$ cat src/rtl/data_mem_arbiter.sv
// Arbitrates the data memory port between the CPU memory stage and a DMA burst reader.
// Optional stall/word performance counters are enabled with DATA_MEM_ARBITER_PERF_EN.
module data_mem_arbiter #(
    parameter logic [31:0] ADDR_MAX  = 32'h4AFFF,
    parameter int unsigned MAX_BURST = 8,
    parameter int unsigned LEN_W     = 16
) (
    input  logic             clk,
    input  logic             rst,
    input  logic             cpu_req,
    input  logic             cpu_we,
    input  logic [31:0]      cpu_addr,
    input  logic [31:0]      cpu_wdata,
    output logic [31:0]      cpu_rdata,
    output logic             cpu_stall,
    input  logic             dma_start,
    input  logic [31:0]      dma_base,
    input  logic [LEN_W-1:0] dma_len,
    output logic [31:0]      dma_rdata,
    output logic             dma_rvalid,
    output logic             dma_busy,
    output logic             dma_done,
`ifdef DATA_MEM_ARBITER_PERF_EN
    output logic [31:0]      stall_cycles,
    output logic [31:0]      dma_words,
`endif
    output logic [31:0]      mem_addr,
    output logic             mem_we,
    output logic [31:0]      mem_wdata,
    input  logic [31:0]      mem_rdata
);

    localparam int unsigned FAIR_W = $clog2(MAX_BURST + 1);

    typedef enum logic [1:0] {
        IDLE,
        DMA_RUN,
        YIELD,
        DONE
    } state_t;

    state_t             state, state_next;
    logic [31:0]        addr, addr_next, addr_inc;
    logic [LEN_W-1:0]   count, count_next;
    logic [FAIR_W-1:0]  fair, fair_next, fair_inc;
    logic               done_next;
    logic               rvalid_next;
    logic               cpu_owns;

    assign cpu_rdata = mem_rdata;
    assign addr_inc  = addr + 32'd4;

    always_comb begin
        state_next  = state;
        addr_next   = addr;
        count_next  = count;
        fair_next   = fair;
        fair_inc    = '0;
        done_next   = 1'b0;
        rvalid_next = 1'b0;
        cpu_owns    = 1'b1;
        cpu_stall   = 1'b0;
        dma_busy    = 1'b0;

        case (state)
            IDLE: begin
                if (dma_start) begin
                    if (dma_len != '0) begin
                        addr_next  = dma_base;
                        count_next = dma_len;
                        fair_next  = '0;
                        state_next = DMA_RUN;
                    end else begin
                        done_next = 1'b1;
                    end
                end
            end
            DMA_RUN: begin
                cpu_owns    = 1'b0;
                dma_busy    = 1'b1;
                cpu_stall   = cpu_req;
                rvalid_next = 1'b1;
                addr_next   = (addr_inc > ADDR_MAX) ? '0 : addr_inc;
                count_next  = count - LEN_W'(1);
                fair_inc    = cpu_req ? fair + FAIR_W'(1) : '0;
                fair_next   = fair_inc;
                // Finishing the burst takes priority over yielding on its last word.
                if (count == LEN_W'(1)) begin
                    state_next = DONE;
                    done_next  = 1'b1;
                end else if (cpu_req && (fair_inc == FAIR_W'(MAX_BURST))) begin
                    state_next = YIELD;
                end
            end
            YIELD: begin
                dma_busy   = 1'b1;
                fair_next  = '0;
                state_next = DMA_RUN;
            end
            DONE: begin
                state_next = IDLE;
            end
            default: begin
                state_next = IDLE;
            end
        endcase

        if (rst) begin
            cpu_stall = 1'b0;
            dma_busy  = 1'b0;
        end
    end

    // Out-of-range addresses are redirected to word 0 and can never write.
    always_comb begin
        mem_addr  = '0;
        mem_we    = 1'b0;
        mem_wdata = '0;
        if (!rst) begin
            if (cpu_owns) begin
                mem_addr  = (cpu_addr > ADDR_MAX) ? '0 : cpu_addr;
                mem_we    = cpu_req & cpu_we & (cpu_addr <= ADDR_MAX);
                mem_wdata = cpu_wdata;
            end else begin
                mem_addr  = (addr > ADDR_MAX) ? '0 : addr;
            end
        end
    end

    always_ff @(posedge clk) begin
        if (rst) begin
            state      <= IDLE;
            addr       <= '0;
            count      <= '0;
            fair       <= '0;
            dma_rdata  <= '0;
            dma_rvalid <= 1'b0;
            dma_done   <= 1'b0;
        end else begin
            state      <= state_next;
            addr       <= addr_next;
            count      <= count_next;
            fair       <= fair_next;
            dma_rvalid <= rvalid_next;
            dma_done   <= done_next;
            if (rvalid_next) begin
                dma_rdata <= mem_rdata;
            end
        end
    end

`ifdef DATA_MEM_ARBITER_PERF_EN
    always_ff @(posedge clk) begin
        if (rst) begin
            stall_cycles <= '0;
            dma_words    <= '0;
        end else begin
            if (cpu_stall && (stall_cycles != '1)) begin
                stall_cycles <= stall_cycles + 32'd1;
            end
            if (dma_rvalid && (dma_words != '1)) begin
                dma_words <= dma_words + 32'd1;
            end
        end
    end
`endif

endmodule

$ cat config.mk
export PLATFORM = sky130hd
export DESIGN_NAME = data_mem_arbiter
export DESIGN_NICKNAME = d
export VERILOG_FILES = /design/src/rtl/data_mem_arbiter.sv
export SDC_FILE = /design/constraint.sdc
export NUM_CORES = 1
export LEC_CHECK = 0
export BUFFER_PORTS_ARGS = -buffer_cell sky130_fd_sc_hd__buf_2
export CORE_UTILIZATION = 47
export CTS_CLUSTER_DIAMETER = 200
export DETAILED_ROUTE_END_ITERATION = 10
export PLACE_DENSITY = 0.9
export SYNTH_ARGS = -nofsm -noshare
export SYNTH_HDL_FRONTEND = slang
export SYNTH_SLANG_ARGS = --single-unit
$ cat constraint.sdc
create_clock -name clk -period 4.21 [get_ports clk]
set_input_delay 1.263 -clock clk [delete_from_list [all_inputs] [get_ports clk]]
set_output_delay 1.263 -clock clk [all_outputs]
set_load 0.03 [all_outputs]
---- Yosys cells after proc, flatten, opt, wreduce, memory -nomap -nowiden ----
Index checks and enable logic that the tools add are counted.
storage, ports and cells
  bits of input ports ..................... 149
  output and inout bits ................... 133
  bits in registers ....................... 88
operators by class
  add/sub/neg operators ................... 3
  order comparisons ....................... 4
  bitwise gates (word level) .............. 2
  multiplexer cells ....................... 33
  equality and inequality tests ........... 8
  reduce and logical (&&, ||, !) cells .... 9
operators with widths
  operator               number
  $mux 32                9
  $gt 32x19->1 const B   3
  $pmux 32 s2            1
  $add 32x3->32 const B  1
  $le 32x19->1 const B   1
  $mux 16                2
  $pmux 16 s2            1
  $eq 16x1->1 const B    1
  $reduce_bool 16->1     1
  $sub 16x1->16 const B  1
  $mux 4                 3
  $pmux 4 s3             1
  $mux 1                 10
  $reduce_and 3->1       3
  $mux 2                 4
  $pmux 2 s4             1
  $add 4x1->4 const B    1
  $eq 2x2->1 const B     2
  $eq 4x4->1 const B     1
  $ne 2x2->1 const B     2
  $ne 3x3->1 const B     1
  $reduce_bool 3->1      1
  $and 1x1->1            2
  $eq 2x1->1 const B     1
  5 further kinds        5

---- Longest topological paths before layout ----
Gate-level depths: netlist of the first run.
  depth after elaboration ................. 7
  depth in mapped cells ................... 13
  depth with buffers taken out ............ 10

---- Worst setup path after synthesis of the first run ----
No wires, ideal clock.
  path type ............................... input-to-output
  start ................................... input cpu_addr[12]
  end ..................................... output mem_addr[10]
  arrival time ............................ 3041 ps
  stages on the path ...................... 8
  setup slack ............................. -94 ps
  required time ........................... 2947 ps
  buffers on the path ..................... 2
  path through ............................ a21o_1 > a211o_1 > a21oi_1 > and2_1 > buf_1 > clkbuf_1 > a22oi_1 > nor2_1
between the ends
  cells in the longest elaborated chain, start to end .. 4
ends and longest elaborated chain
  what          line  source
  from (decl)   12    input logic [31:0] cpu_addr,
  $gt 32x19->1  121   mem_addr = (cpu_addr > ADDR_MAX) ? '0 : cpu_addr;
  $mux 32       121
  $mux 32       120   if (cpu_owns) begin
  $mux 32       119   if (!rst) begin
  to (decl)     27    output logic [31:0] mem_addr,
No other way between the ends.

---- Final worst setup path of the first run ----
  start ................................... input cpu_addr[12]
  end ..................................... output mem_addr[4]
The elaborated chain is that of the path after synthesis.

==> metrics.md, run 1 <==
| Metric | Value |
|---|---|
| Post-synthesis mux area share | 0.0631 |
| Slew headroom | 0.224 |
| Status | finished, final reports clean |
| TritonCTS Sinks | approximately 90 |
| Pre-CTS setup slack | around 0.19 ns |
| Cell class contributing the biggest share of worst-path delay | compound AO/OA/AOI/OAI gates |
| Num CTS Buffers | 9 |
| GRT busiest layer | met2 |
| Starting DRT DRC Count | between 400 and 500 |
| Post-DP HPWL | between 10 and 15 mm |
| Setup violators final | 0 |
| Antenna violations before repair | 1 |
| Buf/Inv on CP | 3 |
| Layout cells sized above 1 | 0.342 |
| Leakage | between 0.003 and 0.004 uW |
| Register area share after synthesis | 0.300 |
| Clock Latency Late Sink | 0.34 ns |
| Slowest-stage cell, CP | a211o_1 |
| Area growth syn-to-layout | 23.7% |
| Post-CTS sizing | 0 |
| EDFF count, synth | 0 |
| Critical Path RT | 2.95 ns |
| Synth Instances | about 760 |
| I/O Pins | approximately 280 |
| Port bufs | 268 |
| Adder-Cell Fraction of Synth Area | 0.0171 |
| Max stage delay on crit path | 0.28 ns |
| Synth Area in Compound Gates | 0.190 |
| CP Launch Type | input port |
| Core box area | 12100 um^2 |
| FMAX | between 200 and 250 MHz |
| First-pass GRT wire length | about 27 mm |
| Largest net degree at the start of global routing | 74 |
| Die Footprint | 12900 um^2 |
| Register area | 1760 um^2 |
| Drt drc | 0 |
| Setup_tns | 0 ns |
| HP Class | reg2reg |
| Top_reg_cell synth | dfxtp_1 |
| Multi-input logic area | 3520 um^2 |
| Fill cells | 1122 |
| Final cell count without fillers | between 1000 and 1500 |
| Met3 usage | 0.0420 |
| Clock root buffer | clkbuf_16 |
| First-pass DRT Iterations | 5 |
| Number of hold violations in the final report | 0 |
| Final net count | approximately 1100 |
| Starting Density | 0.484 |
| M1 GR Usage | 0.331 |
| Max-cap viol count | 0 |
| Die Span X | 114 um |
| Cell depth of the worst flop-to-flop path | 9 |
| Fin Clk Skew | 0.00910 ns |
| Hold Slack | 0.489 ns |
| GR Overflow Total | 0 |
| Die span in y | 114 um |
| Via count | between 6000 and 7000 |
| Cell Area, Synth | 5870 um^2 |
| WP data arrival | 2.76 ns |
| CTS tree | yes |
| Synth Area in Simple Gates | 0.303 |
| Yosys warns | 0 |
| H-tree depth | 3 |
| Pwr Total | 2650 uW |
| Met2 usage | 0.426 |
| Routed WL per cell | roughly 15 um |
| Post-CTS setup buffers | 0 |
| Synth async-reset ratio | 0 |
| Worst Max-Slew Pin Slew | 1.16 ns |
| Placed insts | 1113 |
| Gpl congestion | 0.910 |
| #FFs+latches synth | 88 |
| Worst Setup End Kind | output pin |
| Hold Buf Count CTS | 0 |
| Fin crit period | 4.02 ns |
| Most used cell, CP | buf_2 |
| Average size of a mapped cell | between 7 and 8 um^2 |
| Synth Area in XOR/XNOR | 0.0134 |
| WHS Path Cells | 2 |
| Total track usage | 0.253 |
| Crit path max fanout | 9 |
| Clock Pin Slew Worst Setup and Hold Paths | roughly 0.07 ns |
| Netlist cell types | 66 |
| WP depth | 9 |
| Total routed wirelength | ~17 mm |
| RSZ-0062 raised after global routing | no |
| Largest family of logic cells by synthesized area | simple AND/OR/NAND/NOR gates |
| Site row count | 40 |
| Final WS setup | roughly 0.19 ns |
| Vias in the first global route | 5603 |
| Vias per inst | 5.55 |
| Kind of critical path | in2out |
| Power Dens Cells | 365 nW/um^2 |
| Period utilization | 0.955 |
| Worst vdd rail ir drop | 0.229 mV |
| Slew Limit Fails | 0 |
| Routed Antenna Nets | 0 |
| Clock tree buffer depth | 2 |
| CP Cell Sequence | buf_2 -> a21o_1 -> a211o_1 -> a21oi_1 -> and2_1 -> buf_4 -> a22oi_1 -> nor2_1 -> buf_2 |
cell usage in the layout, fill, tap and decap left out, types with 9 or more instances in the layout:
cell / n
mux2i_1: 37
and3_1: 35
buf_2: 267
o21ai_0: 21
nor2_1: 92
a21oi_1: 50
nand3_1: 18
nor4_1: 18
clkbuf_16: 9
and2_1: 36
nor2_2: 12
nand4_1: 15
conb_1: 13
inv_1: 9
a211o_1: 9
nand2b_1: 9
nand2_1: 37
buf_4: 15
a22oi_1: 22
o31ai_1: 10
dfxtp_1: 88
nor3_1: 19
state kept, by name, indices dropped and copies added (netlist names):
name	count
dma_done	1
dma_rvalid	1
fair	4
addr	32
state	2
dma_rdata	32
count	16
cells by family after synthesis:
group                      count (synthesis)
AOI/OAI and AO/OA                        165
xor gates and xnor gates                   9
adders and majority gates                  8
buffers and inverters                    119
DFF                                       88
muxes                                     37
other                                      1
and+or+nand+nor                          334
synth_stat cells, types with 8 or more instances:
master	n	area [um^2]
nand4_1	15	93.8
xnor2_1	8	70.1
and2_1	36	225
a22oi_1	22	165
mux2i_1	37	370
nand3_1	18	90.1
dfxtp_1	88	1760
buf_4	45	338
a211o_1	9	78.8
and3_1	35	219
clkbuf_1	44	165
nand2_1	37	139
inv_1	9	33.8
nand2b_1	9	56.3
a21oi_1	50	250
o21ai_0	21	105
nor3_1	19	95.1
nor4_1	18	113
ha_1	8	100
buf_2	11	55.1
nor2_1	104	390
a211oi_1	8	60.1
o22ai_1	8	50.1
o31ai_1	10	75.1
worst register-to-register path: stages, from the launching register on:
cell and delay [ns]:
dfxtp_1 0.45, ha_1 0.32, nand3_1 0.23, nor2_1 0.44, a41oi_1 0.18, a2111oi_0 0.39, a21oi_1 0.12, or4_4 0.72
or2_1 0.28, a211oi_1 0.22
layer usage:
layer / vias to the layer above / wire (um) / share of wire
li1: 3066 / - / -
met1: 2925 / 7300 / 0.43
met2: 259 / 8250 / 0.49
met3: 24 / 1140 / 0.067
met4: 0 / 284 / 0.017
met5: - / 0 / 0
path summary, 6_finish.rpt:
path	endpoint	slack, ns	from
setup reg to reg	addr[3]	0.78	addr[2]
hold / removal	count[1]	0.49	count[1]
hold reg to reg	count[1]	0.49	count[1]
setup / recovery	mem_addr[4]	0.19	cpu_addr[12]
stage by stage:
step,instance area (um^2),utilization
6_report,7260,0.599
3_5_place_dp,6970,0.576
3_3_place_gp,6970,0.576
2_1_floorplan,5940,-
4_1_cts,7250,0.599
5_1_grt,7250,0.599
area by class of cell:
class | instances | area share
Clock inverter | 6 | 0.00690
Multi-Input combinational cell | 566 | 0.485
Sequential cell | 88 | 0.243
Inverter | 9 | 0.00466
Timing Repair Buffer | 282 | 0.200
Clock buffer | 10 | 0.0316
Tap cell | 168 | 0.0290
Antenna cell | 1 | 0.000345
power by group:
| part | switching [uW] | internal, uW |
|---|---|---|
| clock network | 353 | 408 |
| registers | 118 | 921 |
| logic | 526 | 323 |
| total | 996 | 1650 |
No activity file was read; power rests on OpenSTA's default activity.
==> run 2: changes to the inputs <==
--- a/config.mk
+++ b/config.mk
@@ -6,6 +6,7 @@
 export NUM_CORES = 1
 export LEC_CHECK = 0
 export BUFFER_PORTS_ARGS = -buffer_cell sky130_fd_sc_hd__buf_2
+export CORE_MARGIN = 2
 export CORE_UTILIZATION = 47
 export CTS_CLUSTER_DIAMETER = 200
 export DETAILED_ROUTE_END_ITERATION = 10
==> run 2 against run 1 <==
Net effect:
- worst setup slack got worse by 0.035 ns
- critical path depth stayed put
- global-route usage fell by 1.1 points
- sequential power is essentially flat
- clock skew down 0.0044 ns
- clock-buffer cell count is the same
- highest routed layer unchanged
==> metrics.md, run 2 (synthesis gave the netlist of run 1 again) <==
| Metric | Value |
|---|---|
| Status | finished, final reports clean |
| Setup violators final | 0 |
| CP Launch Type | input port |
| Die Footprint | about 13000 um^2 |
| Clock Pin Slew Worst Setup and Hold Paths | 0.07 ns |
| Period utilization | 0.963 |
| RSZ-0062 raised after global routing | no |
| Vias in the first global route | 5529 |
| Reg power frac | 0.389 |
| Layout cells sized above 1 | 0.344 |
| Final Instance Area | roughly 7300 um^2 |
| Most common cell after layout, fill and taps aside | buf_2 |
| Antenna violations before repair | 0 |
| I/O Pins | ~280 |
| Site row count | 40 |
| H-tree depth | 3 |
| Slew Limit Fails | 0 |
| Hold Buf Count CTS | 0 |
| Gpl congestion | just over 0.9 |
| Comb pwr share | 0.318 |
| Routed Antenna Nets | 0 |
| Clock Latency Late Sink | between 0.3 and 0.4 ns |
| GR Overflow Total | 0 |
| Psw | about 1000 uW |
| Die span in y | 116 um |
| Clock group share of total power | 0.293 |
| Number of hold violations in the final report | 0 |
| Max-cap viol count | 0 |
| FMAX | ~250 MHz |
| Worst Max-Slew Pin Slew | approximately 0.9 ns |
| CTS tree | yes |
| Starting DRT DRC Count | 342 |
| Post-DP HPWL | 12.8 mm |
| Total track usage | 0.242 |
| Worst Setup End Kind | output pin |
| Kind of critical path | in2out |
| Clock root buffer | clkbuf_16 |
| Starting Density | 0.484 |
| Setup_tns | 0 ns |
| WP data arrival | 2.79 ns |
| HP Class | reg2reg |
| Crit path max fanout | 9 |
| Routed WL per cell | 15.1 um |
| Sw Ratio | 0.374 |
| Slew headroom | 0.410 |
| Leakage | 0.00340 uW |
| Largest net degree at the start of global routing | 70 |
| Worst vdd rail ir drop | 0.219 mV |
| Via count | roughly 6200 |
| Clock tree buffer depth | 2 |
| TritonCTS Sinks | 88 |
| Vias per inst | 5.51 |
| Biggest regs | addr: 32 flops, dma_rdata: 32 flops, count: 16 flops |
| Fin crit period | 4.05 ns |
| Critical Path RT | between 2 and 3 ns |
| Placed cell area | 6990 um^2 |
| Die Span X | 116 um |
| Post-CTS sizing | 0 |
| Core box area | 12100 um^2 |
| Fin Clk Skew | 0.00470 ns |
| First-pass DRT Iterations | 7 |
| First-pass GRT wire length | 26.6 mm |
| Drt drc | 0 |
| Placed insts | 1114 |
| Port bufs | 268 |
| Power Internal | 1670 uW |
| Total routed wirelength | 17.0 mm |
| Leading cell types in the layout, fill and taps excluded | 267 x buf_2, 92 x nor2_1, 88 x dfxtp_1 |
| Area growth syn-to-layout | 24.2% |
| Power Dens Cells | between 300 and 400 nW/um^2 |
| Pwr Total | 2670 uW |
| Post-CTS setup buffers | 0 |
| Final net count | 1114 |
| Num CTS Buffers | 9 |
| Final cell count without fillers | 1131 |
run 2: cell types whose count changed in the layout (fill, tap and decap cells not counted), sizes merged:
| cell | before | now |
|---|---|---|
| clkinvlp | 2 | 3 |
| buf | 282 | 283 |
| clkinv | 1 | 0 |
run 2: worst paths after layout:
path / depth (start not counted) / start / endpoint / slack, ns
max: 9 / cpu_addr[12] / mem_addr[3] / 0.16
min: 2 / dma_rdata[14] / dma_rdata[14] / 0.49
max reg2reg: 9 / addr[3] / addr[3] / 0.70
min reg2reg: 2 / dma_rdata[14] / dma_rdata[14] / 0.49
run 2: worst max-delay path: stages:
cell     delay, ns
buf_2         0.11
a21o_1        0.17
a211o_1       0.28
a21oi_1       0.20
and2_1        0.17
buf_4         0.19
a22oi_1       0.09
nor2_1        0.10
buf_2         0.21
run 2: power groups by stage:
stage	Combinational [uW]	Clock (uW)	Sequential, uW
final	851	783	1040
after global routing	930	838	1060
after CTS	850	793	1040
after detailed placement	845	0	1050
after global placement	829	0	1050
after floorplan	616	0	1050
run 2: area by class of cell:
type / count / area, um^2
clock inverter: 6 / 51.3
clock buffer: 10 / 239
multi-input combinational: 566 / 3520
timing repair buffer: 283 / 1470
inverter: 9 / 33.8
tap: 168 / 210
fill: 1105 / 4820
sequential: 88 / 1760
antenna: 1 / 2.50
run 2: through the flow:
stage	utilization	hold slack [ns]	setup slack, ns
6_report	0.602	0.489	0.156
5_1_grt	0.601	0.514	0.0123
4_1_cts	0.601	0.493	0.139
3_5_place_dp	0.577	0.474	0.144
3_3_place_gp	0.577	0.469	0.204
2_1_floorplan	-	0.459	0.0221
run 2: layer usage:
| metal | wire [um] | up-vias | global-route usage | share of wire |
|---|---|---|---|---|
| li1 | - | 3067 | - | - |
| met1 | 7340 | 2913 | 0.328 | 0.43 |
| met2 | 8290 | 225 | 0.396 | 0.49 |
| met3 | 1150 | 28 | 0.0486 | 0.067 |
| met4 | 254 | 0 | 0.0587 | 0.015 |
| met5 | 0 | - | 0 | 0 |
